File: config.mk
export PLATFORM = sky130hd
export DESIGN_NAME = rx_pkt_capture
export DESIGN_NICKNAME = d
export VERILOG_FILES = /design/src/rtl/eth_pkg.sv /design/src/rtl/rx_buf_ram.sv /design/src/rtl/rx_pkt_capture.sv
export SDC_FILE = /design/constraint.sdc
export NUM_CORES = 1
export LEC_CHECK = 0
export ABC_CLOCK_PERIOD_IN_PS = 5660
export CAP_MARGIN = 15
export CORE_MARGIN = 4
export CORE_UTILIZATION = 60
export DETAILED_ROUTE_END_ITERATION = 6
export PLACE_DENSITY = 0.82
export RECOVER_POWER = 25
export SYNTH_ARGS = -nofsm -noshare
export SYNTH_HDL_FRONTEND = slang
export SYNTH_SLANG_ARGS = --single-unit
File: constraint.sdc
create_clock -name clk_mac -period 5.66 [get_ports clk_mac]
set_input_delay 0.566 -clock clk_mac [delete_from_list [all_inputs] [get_ports clk_mac]]
set_output_delay 0.566 -clock clk_mac [all_outputs]
set_load 0.02 [all_outputs]
File: src/rtl/eth_pkg.sv
// rtl/eth_pkg.sv - Ethernet header constants, capture state encoding and small helpers
package eth_pkg;

  localparam logic [47:0] ETH_BCAST     = 48'hFFFF_FFFF_FFFF;
  localparam int          DST_OFF       = 0;
  localparam int          TYPE_OFF      = 12;
  localparam int          HDR_LEN       = 14;
  localparam logic [15:0] ETHERTYPE_DEF = 16'hEBEB;

  typedef enum logic [1:0] {
    ST_IDLE = 2'd0,
    ST_RECV = 2'd1,
    ST_DROP = 2'd2,
    ST_HOLD = 2'd3
  } cap_state_t;

  // Byte idx of a MAC address as it appears on the wire (most significant byte first).
  function automatic logic [7:0] mac_byte(input logic [47:0] mac, input logic [2:0] idx);
    return 8'(mac >> (6'd40 - {idx, 3'b000}));
  endfunction

  function automatic logic [15:0] sat_add(input logic [15:0] cnt, input logic [1:0] inc);
    logic [16:0] sum;
    sum = {1'b0, cnt} + {15'd0, inc};
    return sum[16] ? 16'hFFFF : sum[15:0];
  endfunction

endpackage

File: src/rtl/rx_buf_ram.sv
// rtl/rx_buf_ram.sv - simple dual-port frame buffer, one write port and one registered read port
module rx_buf_ram #(
  parameter int DEPTH = 64,
  parameter int AW    = $clog2(DEPTH)
) (
  input  logic          clk,
  input  logic          rst_n,
  input  logic          wr_en,
  input  logic [AW-1:0] wr_addr,
  input  logic [7:0]    wr_dat,
  input  logic [AW-1:0] rd_addr,
  output logic [7:0]    rd_dat
);

  logic [7:0] mem [DEPTH];

  always_ff @(posedge clk) begin
    if (wr_en) mem[wr_addr] <= wr_dat;
  end

  // Only the read register is reset; the array keeps its contents across reset.
  always_ff @(posedge clk or negedge rst_n) begin
    if (!rst_n) rd_dat <= 8'd0;
    else        rd_dat <= mem[rd_addr];
  end

endmodule

File: src/rtl/rx_pkt_capture.sv
// rtl/rx_pkt_capture.sv - captures one addressed, typed Ethernet frame from the MAC byte stream and holds it for readout
module rx_pkt_capture
  import eth_pkg::*;
#(
  parameter logic [47:0] MY_MAC    = 48'h020000000001,
  parameter logic [15:0] ETHERTYPE = ETHERTYPE_DEF,
  parameter int          DEPTH     = 64
) (
  input  logic                     clk_mac,
  input  logic                     rst_n,
  input  logic                     rx_vld,
  input  logic [7:0]               rx_dat,
  input  logic                     rx_sof,
  input  logic                     rx_eof,
  input  logic [10:0]              rx_len,
  input  logic                     rx_err,
  output logic                     pkt_rdy,
  output logic [10:0]              pkt_len,
  output logic                     pkt_trunc,
  input  logic [$clog2(DEPTH)-1:0] rd_addr,
  output logic [7:0]               rd_dat,
  input  logic                     pkt_rel,
  output logic [15:0]              good_cnt,
  output logic [15:0]              drop_cnt
);

  localparam int AW = $clog2(DEPTH);

  cap_state_t  state, state_nxt;
  logic [10:0] idx, idx_nxt, pos, addr_pos;
  logic        mac_ok, bc_ok, mac_ok_n, bc_ok_n;
  logic        skip, skip_nxt;
  logic        start, frame_byte, in_dst, hdr_bad, runt;
  logic        wr_en, good_evt;
  logic [1:0]  drop_inc;

  // A frame starts on any qualified sof except while a frame is held and not being released.
  assign start      = rx_vld & rx_sof & ((state != ST_HOLD) | pkt_rel);
  assign frame_byte = start | (rx_vld & (state == ST_RECV));

  always_comb begin
    pos      = start ? 11'd0 : idx;
    addr_pos = pos - 11'(DST_OFF);
    in_dst   = addr_pos < 11'd6;
    mac_ok_n = start | mac_ok;
    bc_ok_n  = start | bc_ok;
    if (in_dst) begin
      mac_ok_n = mac_ok_n & (rx_dat == mac_byte(MY_MAC, addr_pos[2:0]));
      bc_ok_n  = bc_ok_n & (rx_dat == mac_byte(ETH_BCAST, addr_pos[2:0]));
    end
    hdr_bad = (in_dst & ~mac_ok_n & ~bc_ok_n)
            | ((pos == 11'(TYPE_OFF))     & (rx_dat != ETHERTYPE[15:8]))
            | ((pos == 11'(TYPE_OFF + 1)) & (rx_dat != ETHERTYPE[7:0]));
    runt    = ({1'b0, pos} + 12'd1) < 12'(HDR_LEN);
    idx_nxt = (pos == 11'h7FF) ? pos : pos + 11'd1;
  end

  always_ff @(posedge clk_mac or negedge rst_n) begin
    if (!rst_n) state <= ST_IDLE;
    else        state <= state_nxt;
  end

  always_comb begin
    state_nxt = state;
    skip_nxt  = skip;
    good_evt  = 1'b0;
    drop_inc  = 2'd0;
    case (state)
      ST_RECV: if (rx_vld & rx_sof) drop_inc = 2'd1;
      ST_DROP: begin
        if (rx_vld & rx_sof) drop_inc = 2'd1;
        else if (rx_vld & rx_eof) begin
          drop_inc  = 2'd1;
          state_nxt = ST_IDLE;
        end
      end
      ST_HOLD: begin
        // skip marks an ignored frame in flight; it is counted once, at its end or at release.
        if (skip & (pkt_rel | (rx_vld & (rx_sof | rx_eof)))) drop_inc = 2'd1;
        if (pkt_rel) begin
          state_nxt = ST_IDLE;
          skip_nxt  = 1'b0;
        end else if (rx_vld & rx_sof) begin
          skip_nxt = ~rx_eof;
          if (rx_eof) drop_inc = drop_inc + 2'd1;
        end else if (rx_vld & rx_eof) begin
          skip_nxt = 1'b0;
        end
      end
      default: ;
    endcase
    if (frame_byte) begin
      if (rx_eof) begin
        if (rx_err | runt | hdr_bad) begin
          drop_inc  = drop_inc + 2'd1;
          state_nxt = ST_IDLE;
        end else begin
          good_evt  = 1'b1;
          state_nxt = ST_HOLD;
        end
      end else begin
        state_nxt = hdr_bad ? ST_DROP : ST_RECV;
      end
    end
  end

  always_comb begin
    pkt_rdy = (state == ST_HOLD);
    wr_en   = frame_byte & ({1'b0, pos} < 12'(DEPTH));
  end

  always_ff @(posedge clk_mac or negedge rst_n) begin
    if (!rst_n) begin
      idx       <= 11'd0;
      mac_ok    <= 1'b0;
      bc_ok     <= 1'b0;
      skip      <= 1'b0;
      pkt_len   <= 11'd0;
      pkt_trunc <= 1'b0;
      good_cnt  <= 16'd0;
      drop_cnt  <= 16'd0;
    end else begin
      skip <= skip_nxt;
      if (frame_byte) begin
        idx    <= idx_nxt;
        mac_ok <= mac_ok_n;
        bc_ok  <= bc_ok_n;
      end
      if (good_evt) begin
        pkt_len   <= rx_len;
        pkt_trunc <= {1'b0, rx_len} > 12'(DEPTH);
        good_cnt  <= sat_add(good_cnt, 2'd1);
      end
      if (drop_inc != 2'd0) drop_cnt <= sat_add(drop_cnt, drop_inc);
    end
  end

  rx_buf_ram #(.DEPTH(DEPTH), .AW(AW)) u_buf (
    .clk     (clk_mac),
    .rst_n   (rst_n),
    .wr_en   (wr_en),
    .wr_addr (pos[AW-1:0]),
    .wr_dat  (rx_dat),
    .rd_addr (rd_addr),
    .rd_dat  (rd_dat)
  );

endmodule

* After elaboration in Yosys (flattened, before gate mapping)
Memory sizes are Yosys's and may differ from the RTL's. A register that Yosys moved wholly into a read port is not among the register bits. Index checks and enable logic that the tools add are counted.
Word-level totals: bits in registers 60, memory bits (writable) 512, bits of input ports 32, memories kept 1
Memory list:
- u_buf.mem | words 64, width 8, rd ports 1, clocked after memory_dff 1, write ports 1, line rx_buf_ram.sv:15 | logic [7:0] mem [DEPTH];
Operators by class: $add $sub $neg 7, magnitude comparators 4, equality and inequality tests 13, shift operators 2, mux-type cells 34, bitwise operators 26, reductions and logical operators 6
Operators by type and width (count):
- $shr A48 B6 Y8 const A | 1
- $shr A42 B6 Y8 const A | 1
- $mux W16 | 2
- $mux W2 | 14
- $eq A11 B4 Y1 const B | 2
- $mux W11 | 2
- $add A16 B1 Y17 const B | 1
- $add A16 B2 Y17 | 1
- $eq A8 B8 Y1 | 2
- $mux W1 | 14
- $and A1 B1 Y1 | 13
- $add A11 B1 Y12 const B | 1
- $lt A12 B4 Y1 const B | 1
- $add A11 B1 Y11 const B | 1
- $eq A11 B11 Y1 const B | 1
- $gt A11 B7 Y1 const B | 1
- $lt A11 B3 Y1 const B | 1
- $lt A11 B7 Y1 const B | 1
- $or A1 B1 Y1 | 10
- $ne A8 B8 Y1 const B | 1
- $ne A3 B3 Y1 const B | 2
- $pmux W2 S3 | 1
- $reduce_bool A3 Y1 | 2
- $sub A6 B6 Y6 const A | 1
- 11 further kinds | 15

* Depth between registers and ports, before layout
Gate-level depths: netlist (run 1).
depth after elaboration 20, gate-level depth with buffers 14, depth with buffers taken out 12

* By module
Synthesis (run 1) repeated with hierarchy kept, for this count alone.
Second synthesis, totals: cell total of the unflattened synthesis 1332, area total of the unflattened synthesis 23900.4 um2
By module, submodules not included:
- rx_buf_ram | instances 1, cells an instance 942, area an instance 20211.9 um2, sequential area each 15574.9 um2
- rx_pkt_capture | instances 1, cells an instance 390, area an instance 3688.5 um2, sequential area each 1501.4 um2

* Least setup slack after synthesis (run 1)
No wires, ideal clock.
kind input -> register, start in rx_sof, end reg drop_cnt[15], data arrival time 2963 ps, required time 5536 ps, setup slack 2573 ps, stages 12, path buffers 0, cell sequence o21a_1 o21a_1 ha_1 a31oi_1 a211oi_1 nor3b_1 or2_2 ha_1 a21oi_1 a2111oi_1 nand3_1 mux2i_1
On the way: longest elaborated chain between the ends 19, elaborated cells between the ends (all ways) 50, those cells by class 5 x add/sub; 2 x order compare; 4 x eq/ne; 2 x shift; 15 x mux; 21 x bitwise; 1 x reduce/logical
RTL lines:
- start: declaration | line rx_pkt_capture.sv:13 | input logic rx_sof,
- $and A1 B1 Y1
- $and A1 B1 Y1 | line rx_pkt_capture.sv:38 | assign start = rx_vld & rx_sof & ((state != ST_HOLD) | pkt_rel);
- $mux W11 | line rx_pkt_capture.sv:42 | pos = start ? 11'd0 : idx;
- $sub A6 B6 Y6 | line eth_pkg.sv:19 | return 8'(mac >> (6'd40 - {idx, 3'b000}));
- $shr A42 B6 Y8 | line eth_pkg.sv:19
- $eq A8 B8 Y1 | line rx_pkt_capture.sv:48 | mac_ok_n = mac_ok_n & (rx_dat == mac_byte(MY_MAC, addr_pos[2:0]));
- $and A1 B1 Y1 | line rx_pkt_capture.sv:48
- $mux W1 | line rx_pkt_capture.sv:47 | if (in_dst) begin
- [... 3 more ...]
- $or A1 B1 Y1 | line rx_pkt_capture.sv:52 | | ((pos == 11'(TYPE_OFF)) & (rx_dat != ETHERTYPE[15:8]))
- $or A1 B1 Y1 | line rx_pkt_capture.sv:53 | | ((pos == 11'(TYPE_OFF + 1)) & (rx_dat != ETHERTYPE[7:0]));
- $or A1 B1 Y1 | line rx_pkt_capture.sv:94 | if (rx_err | runt | hdr_bad) begin
- $mux W2 | line rx_pkt_capture.sv:94
- $mux W2 | line rx_pkt_capture.sv:93 | if (rx_eof) begin
- $mux W2 * | line rx_pkt_capture.sv:92 | if (frame_byte) begin
- $add A16 B2 Y17 | line eth_pkg.sv:24 | sum = {1'b0, cnt} + {15'd0, inc};
- $mux W16 | line eth_pkg.sv:25 | return sum[16] ? 16'hFFFF : sum[15:0];
- end signal: assignment | line rx_pkt_capture.sv:134 | if (drop_inc != 2'd0) drop_cnt <= sat_add(drop_cnt, drop_inc);
- end: declaration | line rx_pkt_capture.sv:24 | output logic [15:0] drop_cnt
Every way passes the cells marked *; elsewhere a longest branch is shown, timed or not. The select of a mux whose other input is x is not followed. A chain may end at the register's enable or synchronous reset.

* Worst setup path after layout (run 1)
start in rx_dat[3], end reg state[1]
On the way: longest elaborated chain between the ends 12, elaborated cells between the ends (all ways) 20, those cells by class 3 x eq/ne; 6 x mux; 11 x bitwise
RTL lines:
- start: declaration | line rx_pkt_capture.sv:12 | input logic [7:0] rx_dat,
- $eq A8 B8 Y1 | line rx_pkt_capture.sv:48
- $and A1 B1 Y1 | line rx_pkt_capture.sv:48
- $mux W1 | line rx_pkt_capture.sv:47
- $not A1 Y1 | line rx_pkt_capture.sv:51 | hdr_bad = (in_dst & ~mac_ok_n & ~bc_ok_n)
- $and A1 B1 Y1 (2 in series) | line rx_pkt_capture.sv:51
- $or A1 B1 Y1 | line rx_pkt_capture.sv:52
- $or A1 B1 Y1 * | line rx_pkt_capture.sv:53
- $or A1 B1 Y1 | line rx_pkt_capture.sv:94
- $mux W2 | line rx_pkt_capture.sv:94
- $mux W2 * | line rx_pkt_capture.sv:93
- $mux W2 * | line rx_pkt_capture.sv:92
- end signal: assignment | line rx_pkt_capture.sv:60 | else state <= state_nxt;
- end: declaration | line rx_pkt_capture.sv:29 | cap_state_t state, state_nxt;
Every way passes the cells marked *; elsewhere a longest branch is shown, timed or not.

==> results of run 1 <==
[area by class of cell]
type                    instances  area, µm²  area share [%]
flip-flops and latches        580      17080           64.70
multi-input cells             530       5934           22.49
clock buffers                  62       1391           5.272
repair buffers                103      930.9           3.527
well taps                     511      639.4           2.422
clock inverters                37      372.9           1.413
inverters                      12      45.04          0.1707
diodes                          1      2.502        0.009481
[cell usage in the layout, fill, tap and decap left out, types with 5 or more instances in the layout]
cell,count
nand4_1,15
inv_1,12
edfxtp_1,512
nor3_1,5
and3_1,14
clkbuf_1,20
and2_1,5
clkdlybuf4s50_1,72
clkinv_1,15
o21ai_0,21
a21oi_1,15
xnor2_1,14
buf_4,13
ha_1,7
clkinv_2,11
mux4_2,168
a211oi_1,5
nand3_1,28
clkbuf_16,54
nor2_1,93
dfrtp_1,68
bufinv_16,7
nand2_1,51
mux2_2,14
a31oi_1,5
[stage by stage]
step	util, %	cell area (µm²)
floorplan	-	23290
global placement	64.85	24660
detailed placement	64.85	24660
CTS	69.49	26420
global route	69.41	26390
finish	69.42	26390
[synthesized netlist by cell type (all sizes together) (2+ instances only)]
library cell	n
edfxtp	512
mux4	168
nor2	95
dfrtp	68
nand2	51
clkbuf	32
nand3	28
buf	23
o21ai	23
a21oi	15
mux2	15
nand4	15
and3	14
xnor2	14
inv	12
ha	7
nor3	6
a2111oi	5
a211oi	5
a31oi	5
and2	5
mux2i	4
nor2b	4
o21a	4
o31ai	4
xor2	4
a22o	3
nor3b	3
nor4	3
o211ai	3
a21boi	2
a32o	2
a41oi	2
and3b	2
and4	2
nand2b	2
nand3b	2
or3	2
or4	2
[critical path: cells and delay by family]
family | cells | cell delay [ns]
simple gates | 1 | 0.70
buf+inv | 2 | 2.40
compound gates | 5 | 1.48
[layer usage]
| layer | track usage (%) | vias to the layer above |
|---|---|---|
| li1 | - | 5020 |
| met1 | 36.32 | 6288 |
| met2 | 43.37 | 851 |
| met3 | 6.554 | 123 |
| met4 | 8.349 | 0 |
| met5 | 0 | - |
[state kept, by name (all words and copies together), names as in the netlist, 2 cells and up]
register / cells
idx: 11
u_buf.rd_dat: 8
drop_cnt: 16
u_buf.mem: 512
state: 2
pkt_len: 11
good_cnt: 16
[worst max path at each step]
stage | start | endpoint | slack [ns] | depth (start not counted)
2_1_floorplan | rx_sof | drop_cnt[15] | 2.57 | 12
3_3_place_gp | pkt_rel | drop_cnt[4] | 1.15 | 12
3_5_place_dp | pkt_rel | drop_cnt[11] | 0.94 | 12
4_1_cts | pkt_rel | drop_cnt[4] | 1.56 | 12
5_1_grt | rx_dat[3] | state[1] | 0.87 | 8
6_report | rx_dat[3] | state[1] | 1.02 | 8
[kinds of logic (layout without fill, tap and decap cells)]
group,count (synthesis),after routing,synth area share (%)
AO/OA/AOI/OAI,79,79,2.337
XOR/XNOR,18,18,0.6768
adder cells (fa/ha/maj),8,8,0.4619
buffers and inverters,67,214,1.219
flip-flops,580,580,73.31
multiplexers,187,187,17.14
other,0,1,0
AND/OR/NAND/NOR,238,238,4.861
[where the power goes]
| part | internal [mW] | switching, mW |
|---|---|---|
| combinational | 0.368 | 0.469 |
| clock | 2.08 | 1.56 |
| sequential | 4.76 | 0.100 |
| total | 7.21 | 2.13 |
==> out/metrics.yaml, run 1 <==
whs_ns: 0.4276
finalSetupViolCount: 0
leakage_nw: 8.590
dp.cells: 1736
grt_usage_pct: 26.61
grt_max_degree: 82
initial_core_util_pct: 61.27
synth_area_um2: 23290
die_w_um: 205.0
min_from: "rx_dat[2]"
drc: 0
r2r_slack_ns: 1.66
vias: 12282
fin_nets: 1321
path_class: "primary input to register"
dpl.hpwl_mm: 31.00
dr.first_iter.drc_count: 1377
met3_length_mm: 5.689
hold_buffers: 0
dr.pass1.iters: 5
worst_ep_required_time_ns: 6.20
rsz0062_at_grt: "no"
r2r-start: "state[1]"
fillCellCount: 2331
yosysTopAreaCellShare_pct: 66.00
ys_seq_area_share_pct: 73.31
ys_ff_latch: 580
cts.htree.levels: 2
gp_congestion: 0.8457
r2r_cells: 11
fin_crit_ns: 4.639
finClkSkew_ns: 0.03330
routed_wl_mm: 53.95
avgSynthCellArea_um2: 19.79
synth_cells: 1177
synthFlopType: "edfxtp_1"
die_h_um: 205.0
route.detailed.wl_per_inst_um: 29.38
wl_met2_mm: 27.17
io_pins: 85
cp_max_fo: 65
core-area_um2: 38020
outcome: "complete, but fails checks"
drive_above_1_share_pct: 21.53
cts.repair.resized: 0
synth_edf_count: 512
holdPathStages: 1
cp_data_arrival_time_ns: 5.18
cts_buffer_depth: 3
synth_cell_type_count: 58
postRouteAntennaNets: 0
tightestPinTransition_ns: 3.855
violations: "max-capacitance violations, max-slew violations"
cpPeakStageDelay_ns: 2.14
synth_top_cell_by_area: "edfxtp_1"
hp-class: "primary input to register"
viasPerCell: 6.690
antenna_found_initial: 1
worstPathCellList: "clkbuf_1 > clkbuf_1 > nor3_1 > a22o_1 > a2111oi_0 > a311oi_1 > o21ai_0 > a22o_1"
numCtsBuffers: 54
synthToLayoutAreaGrowth_pct: 13.30
dr.max_layer_used: "met4"
grt_pass1_vias: 12531
synthArstFlopShare_pct: 11.72
postCtsSetupBuffers: 0
cts-root-buf: "clkbuf_16"
setup-tns-final_ns: 0
worstHoldEndpoint: "u_buf.mem[32][2]"
clkSlewWorstSetupHoldPaths_ns: 0.06
syn-num-nets: 1217
cp_slowest_cell: "clkbuf_1"
cts.sinks: 580
yosysWarnings: 0
slew_headroom_pct: -157.0
hold_viol: 0
p_per_area_nw_per_um2: 353.6
wl_met1_mm: 19.16
slew_viol_final: 399
cts_tree: "done"
max_freq_mhz: 215.6
maxCapViolations: 6
stdcell_count: 1836
endpoint_kind: "register"
die_area_um2: 42040
ir_worst_vdd_v: 0.0002840
synth_area_leaders: "edfxtp_1, mux4_2, dfrtp_1"
fin_crit_sh_pct: 81.96
finalPower_mw: 9.333
worstReg2RegEnd: "drop_cnt[4]"
grt_first_pass_wirelength_mm: 81.74
insertion_delay_ns: 0.60
num_rows: 71
pre_cts_slack_ns: 0.9399
numPortBuffers: 84
grt_overflow: 0
fin_ws_ns: 1.021
cp-start-kind: "primary input"
Power figures use the tool's default switching activity.
==> inputs of run 2 (changes only) <==
Settings changed: ABC_CLOCK_PERIOD_IN_PS 5660 to 4500.
Clock period 5.66 ns to 4.5 ns, I/O delays scaled along.
==> run 2 against run 1 <==
Core utilization increased by 0.94 points. Combinational power rose by 26%. Highest routed layer is now met5. The run still ends with max-capacitance violations, max-slew violations left. Largest cell class unchanged. Clock skew down 0.0043 ns. Sequential power increased by 26%. Cell count rose by 2.0%.
==> out/metrics.yaml, run 2 (synthesis results as in run 1) <==
outcome: "complete, but fails checks"  # unchanged
violations: "max-capacitance violations, max-slew violations"  # unchanged
max_freq_mhz: 251.6
die_h_um: 205.0  # unchanged
hp-class: "primary input to register"  # unchanged
cts-root-buf: "clkbuf_16"  # unchanged
cp-start-kind: "primary input"  # unchanged
initial_core_util_pct: 61.27  # unchanged
utilization_pct: 70.35  # was 69.42%
slew_headroom_pct: -112.2  # was -157.0%
mostFrequentLayoutCells: "edfxtp_1, mux4_2, nor2_1"  # unchanged
path_class: "primary input to register"  # unchanged
insertion_delay_ns: 0.63  # was 0.60 ns
vias: 12492  # was 12282
r2r_slack_ns: 0.83  # was 1.66 ns
antenna_found_initial: 2  # was 1
rsz0062_at_grt: "no"  # unchanged
gp_congestion: 0.8211  # was 0.8457
synthToLayoutAreaGrowth_pct: 14.83  # was 13.30%
die_w_um: 205.0  # unchanged
num_rows: 71  # unchanged
worstPathCellList: "clkbuf_1 > clkbuf_1 > nand2_1 > nor2_1 > a22o_1 > o21ai_0 > a311oi_1 > o21ai_0 > a22o_1"  # was clkbuf_1 > clkbuf_1 > nor3_1 > a22o_1 > a2111oi_0 > a311oi_1 > o21ai_0 > a22o_1
grt_usage_pct: 27.65  # was 26.61%
cts.sinks: 580  # unchanged
drive_above_1_share_pct: 23.88  # was 21.53%
largest_reg_flops: 512  # unchanged
cts_buffer_depth: 3  # unchanged
core-area_um2: 38020  # unchanged
die_area_um2: 42040  # unchanged
holdPathStages: 1  # unchanged
route.detailed.wl_per_inst_um: 29.96  # was 29.38 µm
cp_max_fo: 65  # unchanged
drc: 0  # unchanged
grt_pass1_vias: 12726  # was 12531
crit_path_end: "state[1]"  # unchanged
grt_overflow: 0  # unchanged
fin_nets: 1354  # was 1321
ir_worst_vdd_v: 0.0003757  # was 0.0002840 V
cts_tree: "done"  # unchanged
grt_max_degree: 129  # was 82
dp.cells: 1767  # was 1736
seq_area_um2: 17080  # unchanged
fin_crit_sh_pct: 88.33
postCtsSetupBuffers: 0  # unchanged
fillCellCount: 2284  # was 2331
fin_crit_ns: 3.975
p_per_area_nw_per_um2: 447.7  # was 353.6 nW/µm²
worst_ep_required_time_ns: 4.99  # was 6.20 ns
layout_commonest_cell: "edfxtp_1"  # unchanged
stdcell_count: 1872  # was 1836
finClkSkew_ns: 0.02897  # was 0.03330 ns
postRouteAntennaNets: 0  # unchanged
antennaDiodeCount: 0  # was 1
viasPerCell: 6.673  # was 6.690
maxCapViolations: 5  # was 6
dr.pass1.iters: 5  # unchanged
grt_first_pass_wirelength_mm: 84.32  # was 81.74 mm
hold_viol: 0  # unchanged
top_regs: "u_buf.mem (512), drop_cnt (16), good_cnt (16)"  # unchanged
io_pins: 85  # unchanged
numPortBuffers: 84  # unchanged
dpl.hpwl_mm: 32.10  # was 31.00 mm
finalSetupViolCount: 0  # unchanged
clkSlewWorstSetupHoldPaths_ns: 0.06  # about the same
worstReg2RegEnd: "state[1]"  # was drop_cnt[4]
top_register: "u_buf.mem"  # unchanged
routed_wl_mm: 56.08  # was 53.95 mm
crit_start: "rx_dat[2]"  # was rx_dat[3]
setup-tns-final_ns: 0  # unchanged
cpPeakStageDelay_ns: 2.19  # was 2.14 ns
tightestPinTransition_ns: 3.182  # was 3.855 ns
r2r_cells: 12  # was 11
slew_viol_final: 300  # was 399
cts.htree.levels: 2  # unchanged
cp_slowest_cell: "clkbuf_1"  # unchanged
leakage_nw: 8.814  # was 8.590 nW
multi_input_area_um2: 5934  # unchanged
dr.first_iter.drc_count: 1625  # was 1377
cp_data_arrival_time_ns: 4.47  # was 5.18 ns
numCtsBuffers: 55  # was 54
r2r-start: "state[0]"  # was state[1]
endpoint_kind: "register"  # unchanged
run 2: cell count changes in the layout (fill, tap and decap cells not counted), sizes merged:
| cell | change |
|---|---|
| dlygate4sd3 | +1 |
| bufinv | +2 |
| diode | -1 |
| buf | +33 |
| clkinvlp | +1 |
| clkbuf | +1 |
| clkinv | -1 |
run 2: final cells by class:
class / instances / area share [%]
Tap cell: 511 / 2.390
Sequential cell: 580 / 63.84
Clock inverter: 39 / 1.646
Timing Repair Buffer: 135 / 4.406
Multi-Input combinational cell: 530 / 22.19
Inverter: 12 / 0.1684
Clock buffer: 65 / 5.365
run 2: repair_timing:
item,4_1_cts,5_1_grt
hold buffers,1,0
endpoints found under the hold margin,5,0
gates resized for setup,0,0
endpoints found under the setup margin,0,0
run 2: metrics by stage:
stage	total power, mW	setup WS [ns]	area (µm²)	hold slack, ns
floorplan	6.783	1.524	23290	0.1544
global placement	7.222	0.4888	24890	0.4671
detailed placement	7.258	0.3629	24890	0.4828
CTS	12.00	0.9686	26780	0.2066
global route	12.36	0.2699	26750	0.3603
finish	11.97	0.5253	26750	0.3710
run 2: layer usage:
| metal | track usage (%) | vias up | wire [µm] |
|---|---|---|---|
| li1 | - | 5099 | - |
| met1 | 37.63 | 6415 | 19990 |
| met2 | 44.66 | 837 | 28120 |
| met3 | 5.905 | 139 | 5526 |
| met4 | 11.12 | 2 | 2427 |
| met5 | 0 | - | 13 |
run 2: how the worst min path moves through the flow:
stage / start / endpoint / slack (ns)
after floorplan: rst_n / bc_ok / 0.15
final: rx_dat[4] / u_buf.mem[46][4] / 0.37
after CTS: rx_dat[4] / u_buf.mem[46][4] / 0.21
after global routing: rx_dat[4] / u_buf.mem[47][4] / 0.36
after detailed placement: pkt_trunc / pkt_trunc / 0.48
after global placement: good_cnt[12] / good_cnt[12] / 0.47
run 2: worst max-delay path: cells and delay by family:
| family | cells | cell delay (ns) |
|---|---|---|
| AND/OR/NAND/NOR | 2 | 0.32 |
| buffers and inverters | 2 | 2.49 |
| AO/OA/AOI/OAI | 5 | 1.11 |
run 2: power breakdown:
group	switching, mW	internal (mW)	leakage [nW]
Combinational	0.595	0.469	2.44
Sequential	0.124	5.98	5.46
Clock	2.00	2.80	0.912
Total	2.72	9.25	8.81
